===== src/rtl/uart_pkg.sv =====
// Shared UART definitions: frame-state encoding and default bit period.
package uart_pkg;

  typedef enum logic [1:0] {
    IDLE  = 2'b00,
    START = 2'b01,
    DATA  = 2'b10,
    STOP  = 2'b11
  } uart_state_e;

  // 100 MHz system clock, 115200 baud
  localparam int CLKS_PER_BIT_DEF = 868;

endpackage


===== src/rtl/uart_tx_baud_counter.sv =====
// Bit-period counter: tick marks the last clk of a bit, tick_next the clk before it.
module baud_counter
  import uart_pkg::*;
#(
  parameter int CLKS_PER_BIT = CLKS_PER_BIT_DEF
) (
  input  logic clk,
  input  logic rst_n,
  input  logic clear,
  output logic tick,
  output logic tick_next
);

  localparam int W = (CLKS_PER_BIT > 1) ? $clog2(CLKS_PER_BIT) : 1;
  localparam logic [W-1:0] LAST = W'(CLKS_PER_BIT - 1);
  localparam logic [W-1:0] NEXT = W'(CLKS_PER_BIT - 2);

  logic [W-1:0] cnt_q, cnt_d;

  always_comb begin
    cnt_d = cnt_q + 1'b1;
    if (clear || cnt_q == LAST) cnt_d = '0;
  end

  always_ff @(posedge clk) begin
    if (!rst_n) cnt_q <= '0;
    else        cnt_q <= cnt_d;
  end

  assign tick      = (cnt_q == LAST);
  assign tick_next = (cnt_q == NEXT);

endmodule


===== src/rtl/uart_tx.sv =====
// 8N1 UART transmitter, LSB first, with fully registered tx/tx_busy/byte_done.
module uart_tx
  import uart_pkg::*;
#(
  parameter int CLKS_PER_BIT = CLKS_PER_BIT_DEF
) (
  input  logic       clk,
  input  logic       rst_n,
  input  logic       tx_ready,
  input  logic [7:0] TX_data,
  output logic       tx,
  output logic       byte_done,
  output logic       tx_busy
);

  uart_state_e state_q, state_d;
  logic [7:0]  shreg_q, shreg_d;
  logic [2:0]  bit_idx_q, bit_idx_d;
  logic        tx_q, tx_d;
  logic        busy_q, busy_d;
  logic        done_q, done_d;
  logic        tick, tick_next, clear;

  baud_counter #(.CLKS_PER_BIT(CLKS_PER_BIT)) u_baud (
    .clk      (clk),
    .rst_n    (rst_n),
    .clear    (clear),
    .tick     (tick),
    .tick_next(tick_next)
  );

  always_comb begin
    state_d   = state_q;
    shreg_d   = shreg_q;
    bit_idx_d = bit_idx_q;
    case (state_q)
      IDLE: if (tx_ready) begin
        state_d = START;
        shreg_d = TX_data;
      end
      START: if (tick) state_d = DATA;
      DATA: if (tick) begin
        shreg_d   = {1'b0, shreg_q[7:1]};
        bit_idx_d = bit_idx_q + 3'd1;
        if (bit_idx_q == 3'd7) state_d = STOP;
      end
      STOP: if (tick) state_d = IDLE;
      default: state_d = IDLE;
    endcase
  end

  // Counter restarts on each state change; held at zero while idle so a
  // frame always begins on a fresh bit period.
  assign clear = (state_d != state_q) || (state_q == IDLE);

  // Outputs are computed from the next state so they land in flops
  // aligned with the state they describe.
  always_comb begin
    tx_d = 1'b1;
    case (state_d)
      START:   tx_d = 1'b0;
      DATA:    tx_d = shreg_d[0];
      default: tx_d = 1'b1;
    endcase
    busy_d = (state_d != IDLE);
    done_d = (state_q == STOP) && tick_next;
  end

  always_ff @(posedge clk) begin
    if (!rst_n) begin
      state_q   <= IDLE;
      shreg_q   <= '0;
      bit_idx_q <= '0;
      tx_q      <= 1'b1;
      busy_q    <= 1'b0;
      done_q    <= 1'b0;
    end else begin
      state_q   <= state_d;
      shreg_q   <= shreg_d;
      bit_idx_q <= bit_idx_d;
      tx_q      <= tx_d;
      busy_q    <= busy_d;
      done_q    <= done_d;
    end
  end

  assign tx        = tx_q;
  assign tx_busy   = busy_q;
  assign byte_done = done_q;

endmodule


===== config.mk =====
export PLATFORM = sky130hd
export DESIGN_NAME = uart_tx
export DESIGN_NICKNAME = d
export VERILOG_FILES = /design/src/rtl/uart_pkg.sv /design/src/rtl/uart_tx_baud_counter.sv /design/src/rtl/uart_tx.sv
export SDC_FILE = /design/constraint.sdc
export NUM_CORES = 1
export LEC_CHECK = 0
export ABC_AREA = 0
export BUFFER_PORTS_ARGS = -buffer_cell sky130_fd_sc_hd__buf_4
export CAP_MARGIN = 40
export CORE_MARGIN = 3
export CORE_UTILIZATION = 37
export CTS_CLUSTER_DIAMETER = 150
export DETAILED_ROUTE_END_ITERATION = 6
export PLACE_DENSITY = 0.58
export SLEW_MARGIN = 20
export SYNTH_ARGS = -nofsm -noshare
export SYNTH_HDL_FRONTEND = slang
export SYNTH_SLANG_ARGS = --single-unit

===== constraint.sdc =====
create_clock -name clk -period 3.63 [get_ports clk]
set_clock_uncertainty 0.05 [all_clocks]
set_input_delay 0 -clock clk [delete_from_list [all_inputs] [get_ports clk]]
set_output_delay 0 -clock clk [all_outputs]
set_load 0.01 [all_outputs]

; Word level (Yosys, flattened, before mapping)
; Cells that the tools add are included.
[op_classes]
n_mux = 10
addsub = 2
bitwise_logic = 1
reduce_logical = 9
n_eq_ne = 11
[ops]
columns = op, count
row1 = $eq A10 B10 Y1 const B, 2
row2 = $mux W8, 2
row3 = $pmux W8 S2, 1
row4 = $add A10 B1 Y10 const B, 1
row5 = $mux W2, 5
row6 = $pmux W2 S4, 1
row7 = $eq A2 B2 Y1 const B, 3
row8 = $eq A2 B1 Y1 const B, 2
row9 = $ne A2 B2 Y1 const B, 2
row10 = $reduce_bool A2 Y1, 2
row11 = $add A3 B1 Y3 const B, 1
row12 = $eq A3 B3 Y1 const B, 1
row13 = $reduce_and A3 Y1, 1
row14 = $logic_not A2 Y1, 1
row15 = $logic_or A1 B1 Y1, 2
row16 = $ne A2 B2 Y1, 1
row17 = $pmux W1 S2, 1
row18 = $reduce_and A2 Y1, 1
row19 = $reduce_or A2 Y1, 1
row20 = $logic_and A1 B1 Y1, 1
row21 = $not A1 Y1, 1
[word_totals]
register_bits = 26
wordCells = 41
input_bits = 11
out_inout_bits = 3

; Depth between registers and ports, before layout
[depth]
depth_word = 8
ltp_mapped = 8
mapped_depth_nobuf = 6

; Cells and area by module
; A second synthesis with hierarchy kept.
[hier_totals]
hier_cells = 136
area_unflattened_um2 = 1282.5
[by_module_without_submodules]
columns = module, cells_per_inst, n_inst, seq_area_each_um2, area_each_um2
row1 = uart_tx, 83, 1, 320.3, 808.3
row2 = baud_counter, 53, 1, 200.2, 474.2

; Worst setup path after synthesis
; OpenSTA, ideal clock, no wires.
[synth_path]
kind = register to register
startpoint = reg u_baud.cnt_q[0]
endpoint = reg tx_q, in the netlist tx
synth_period_minus_slack_ns = 1.624
setup_time_ns = 0.131
path_slack_ns = 2.006
t_arrival_ns = 1.443
stages_incl_launch_ff = 8
required_ns = 3.449
n_path_buf = 1
cell_sequence = dfxtp_1 -> ha_1 -> clkbuf_2 -> inv_1 -> nor4_4 -> a221o_1 -> and3_1 -> a31oi_1
[synth_via]
elab_chain_len = 5
elab_cells_between_ends = 10
classes_between = 3 x eq/ne / 7 x mux
[synth_rtl]
columns = item, line_no
row1 = start: declaration, uart_tx_baud_counter.sv:18  ; logic [W-1:0] cnt_q, cnt_d;
row2 = start signal: assignment, uart_tx_baud_counter.sv:27  ; else cnt_q <= cnt_d;
row3 = $eq A10 B10 Y1 *, uart_tx_baud_counter.sv:30  ; assign tick = (cnt_q == LAST);
row4 = $mux W2 (on tied branches), "uart_tx.sv:47, uart_tx.sv:41, uart_tx.sv:42"
row5 = $pmux W2 S4, uart_tx.sv:36  ; case (state_q)
row6 = $eq A2 B2 Y1 or $eq A2 B1 Y1 (tied branches), uart_tx.sv:60  ; case (state_d)
row7 = $pmux W1 S2 *, uart_tx.sv:60
row8 = end signal: assignment, uart_tx.sv:81  ; tx_q <= tx_d;
row9 = end: declaration, uart_tx.sv:19  ; logic tx_q, tx_d;
; Mark *: on every way between the ends. The rest lies on a longest branch, timed or not. The select of a mux whose other input is x is not followed.
; A chain may end at the register's enable or synchronous reset.

; Worst setup path in the final report
[layout_path]
startpoint = reg u_baud.cnt_q[0]
endpoint = reg shreg_q[2]
[layout_via]
elab_chain_len = 3
[layout_rtl]
columns = item, line_no
row1 = $eq A10 B10 Y1, uart_tx_baud_counter.sv:30
row2 = $ne A2 B2 Y1 (no line), -
row3 = $reduce_and A3 Y1 (no line), -
row4 = end signal: assignment, uart_tx.sv:79  ; shreg_q <= shreg_d;
row5 = end: declaration, uart_tx.sv:17  ; logic [7:0] shreg_q, shreg_d;
; Every way passes these cells.

==> flow_summary.toml <==
[grt]
gr-usage-met3_pct = 2.674
grtUsageMet2_pct = 21.12
first_global_vias = 930
use_met1_pct = 15.48
grt_util_all_layers_pct = 12.60
grt_first_pass_wirelength_um = 4064
grt_antenna_before_repair = 0
top_usage_layer = "met2"
grt_max_degree = 19
grt_overflow_total = 0

[final_layout]
n_antenna_cell = 0
layout_commonest_cell = "dfxtp_1"
final_cell_mix = "dfxtp_1 (26), dlygate4sd3_1 (14), buf_4 (13)"
final_layout_size_suffix_gt1_share_pct = 15.89
nNetsFinal = 167
area_growth_pct = 22.69

[place]
dp_hpwl_um = 1506
gp_congestion = 0.7485
numPortBuffers = 13

[die]
dieHeight_um = 63.66
start_util_pct = 39.64
die_w_um = 63.66
row_count = 20
die_area_sq_mm = 0.004052
core_sq_mm = 0.003103
ioPinCount = 14

[clock_network]
cts_num_sinks = 26
numCtsBuffers = 3
clk_pin_slew_ns = 0.14
htree_num_levels = 1
insertion_delay_ns = 0.32
cts_tree = "done"
root_buffer = "clkbuf_4"
cts_buffer_depth = 2
post-cts-setup-buffer-count = 0

[setup_path]
critPathLaunchType = "register"
cp.arrival_ns = 2.82
endpoint_kind = "register"
critical_path_required_ns = 3.80
critPathKind = "reg -> reg"
worstPathMaxFanout = 12

[power]
power_frac_clock_pct = 29.0
intPower_uw = 389.4
combPwrFrac_pct = 11.1
max-vdd-ir-drop_v = 0.0001082
p_seq_share_pct = 59.8
p_per_area_mw_per_mm2 = 333.9
switching_share_pct = 22.72
netSwitchingPower_uw = 114.5
p_leak_uw = 0.0005841

[timing]
rsz0062_at_grt = "false"
setup_viol = 0
fmax_ghz = 0.3777
hold_violations = 0
hold-worst-slack_ns = 0.2836
drv_slew = 0
slew_headroom_pct = 49.48
period_share_pct = 72.93
fin_crit_ns = 2.647
tightest_slew_ns = 0.7545
setup_tns_ns = 0

[synthesis]
avgSynthCellArea_sq_um = 9.761
async_reset_ff_share_pct = 0
ys_seq_area_share_pct = 42.32
ys_warn_count = 0
synthFlopType = "dfxtp_1"
synth_seq_cells = 26
syn-instance-count = 126
synth_area_sq_mm = 0.001230
synth.net_count = 141
ys_types = 40
synth_edf_count = 0

[outcome]
status = "complete, no violations"

[run]
max_cap_viol_count = 0

[worst_hold_path]
hold_path.class = "in -> reg"

[route]
remaining_drc_errors = 0
ant_nets = 0
drt-wirelength-per-cell_um = 11.68
routed_wl_um = 2277
drt_first_pass_iters = 4
first_iter_violations = 49
vias = 977
viasPerCell = 5.010
[worst paths after layout]
check                                   from                       to  slack, ns  depth (start not counted)
setup / recovery  u_baud.cnt_q[0]$_SDFF_PP0_  shreg_q[2]$_SDFFE_PN0P_       0.98                          7
hold reg to reg      shreg_q[6]$_SDFFE_PN0P_  shreg_q[6]$_SDFFE_PN0P_       0.42                          2
hold / removal                    TX_data[0]    shreg_q[0]$_SDFF_PN0_       0.28                          6
setup reg to reg  u_baud.cnt_q[0]$_SDFF_PP0_  shreg_q[2]$_SDFFE_PN0P_       0.98                          7
[through the flow]
stage,area [sq um],total power (uW),cells,utilization [%],setup WS [ns]
2_1_floorplan,1230,335.3,126,-,2.006
3_3_place_gp,1333,349.3,177,42.94,1.538
3_5_place_dp,1333,350.3,177,42.94,1.418
4_1_cts,1509,507.5,195,48.63,1.022
5_1_grt,1509,528.2,195,48.63,0.8232
6_report,1509,503.9,195,48.63,0.9827
[kinds of logic (layout without fill, tap and decap cells)]
group / Yosys count / in the layout / synth area share [%]
AOI/OAI and AO/OA: 24 / 24 / 13.73
DFF: 26 / 26 / 42.32
buffers and inverters: 9 / 34 / 4.984
xor gates and xnor gates: 9 / 9 / 6.408
adders and majority gates: 4 / 4 / 4.069
and+or+nand+nor: 52 / 52 / 26.86
muxes: 2 / 2 / 1.628
[timing repair]
item,4_1_cts,5_1_grt
hold endpoints to repair,16,0
gates resized for setup,0,0
hold buffers,14,0
[area by class of cell]
cell class | instances | area [sq um]
repair buffers | 27 | 237.7
fillers | 307 | 1594
inverters | 3 | 11.26
clock buffers | 4 | 36.28
multi-input cells | 91 | 648.1
well taps | 44 | 55.05
flip-flops and latches | 26 | 520.5
[per-layer routing]
| layer | routed length [um] | vias up | part of all wire [%] |
|---|---|---|---|
| li1 | - | 499 | - |
| met4 | 42 | 0 | 1.8 |
| met2 | 1100 | 10 | 48 |
| met1 | 1072 | 462 | 47 |
| met5 | 0 | - | 0 |
| met3 | 62 | 6 | 2.7 |
[registers in the layout, summed over array words and instances (netlist names)]
signal / count
state_q: 2
bit_idx_q: 3
tx: 1
shreg_q: 8
u_baud.cnt_q: 10
byte_done: 1
tx_busy: 1
[cell usage after synthesis, drive strengths merged (2+ instances only)]
master,n,share of area (%)
buf,5,3.7
ha,4,4.1
and2,2,1.0
xor2,4,2.8
nor3b,2,1.6
nand4bb,2,2.6
dfxtp,26,42
and4bb,2,2.0
nor2b,5,2.5
nand3,4,1.6
nor2,11,3.6
and3,4,2.1
inv,3,0.92
mux2i,2,1.6
a21oi,4,1.6
xnor2,5,3.6
nand2,11,3.4
nor3,4,2.5
nor4,2,2.2
a21boi,6,3.7
a22oi,6,3.7
[power groups by stage]
stage | clock (uW) | combinational (uW) | sequential, uW
after detailed placement | 0 | 42.7 | 308
after global placement | 0 | 41.8 | 307
after CTS | 151 | 55.4 | 301
after global routing | 163 | 62.5 | 303
final | 146 | 56.0 | 302
after floorplan | 0 | 29.7 | 306
[critical path, cell delays in order (launching register included)]
cell	delay [ns]
dfxtp_1	0.43
ha_1	0.34
inv_1	0.14
nor4_4	0.69
nor2_2	0.17
nand2_1	0.11
a21boi_1	0.06
dlygate4sd3_1	0.55
Power figures use the tool's default switching activity.
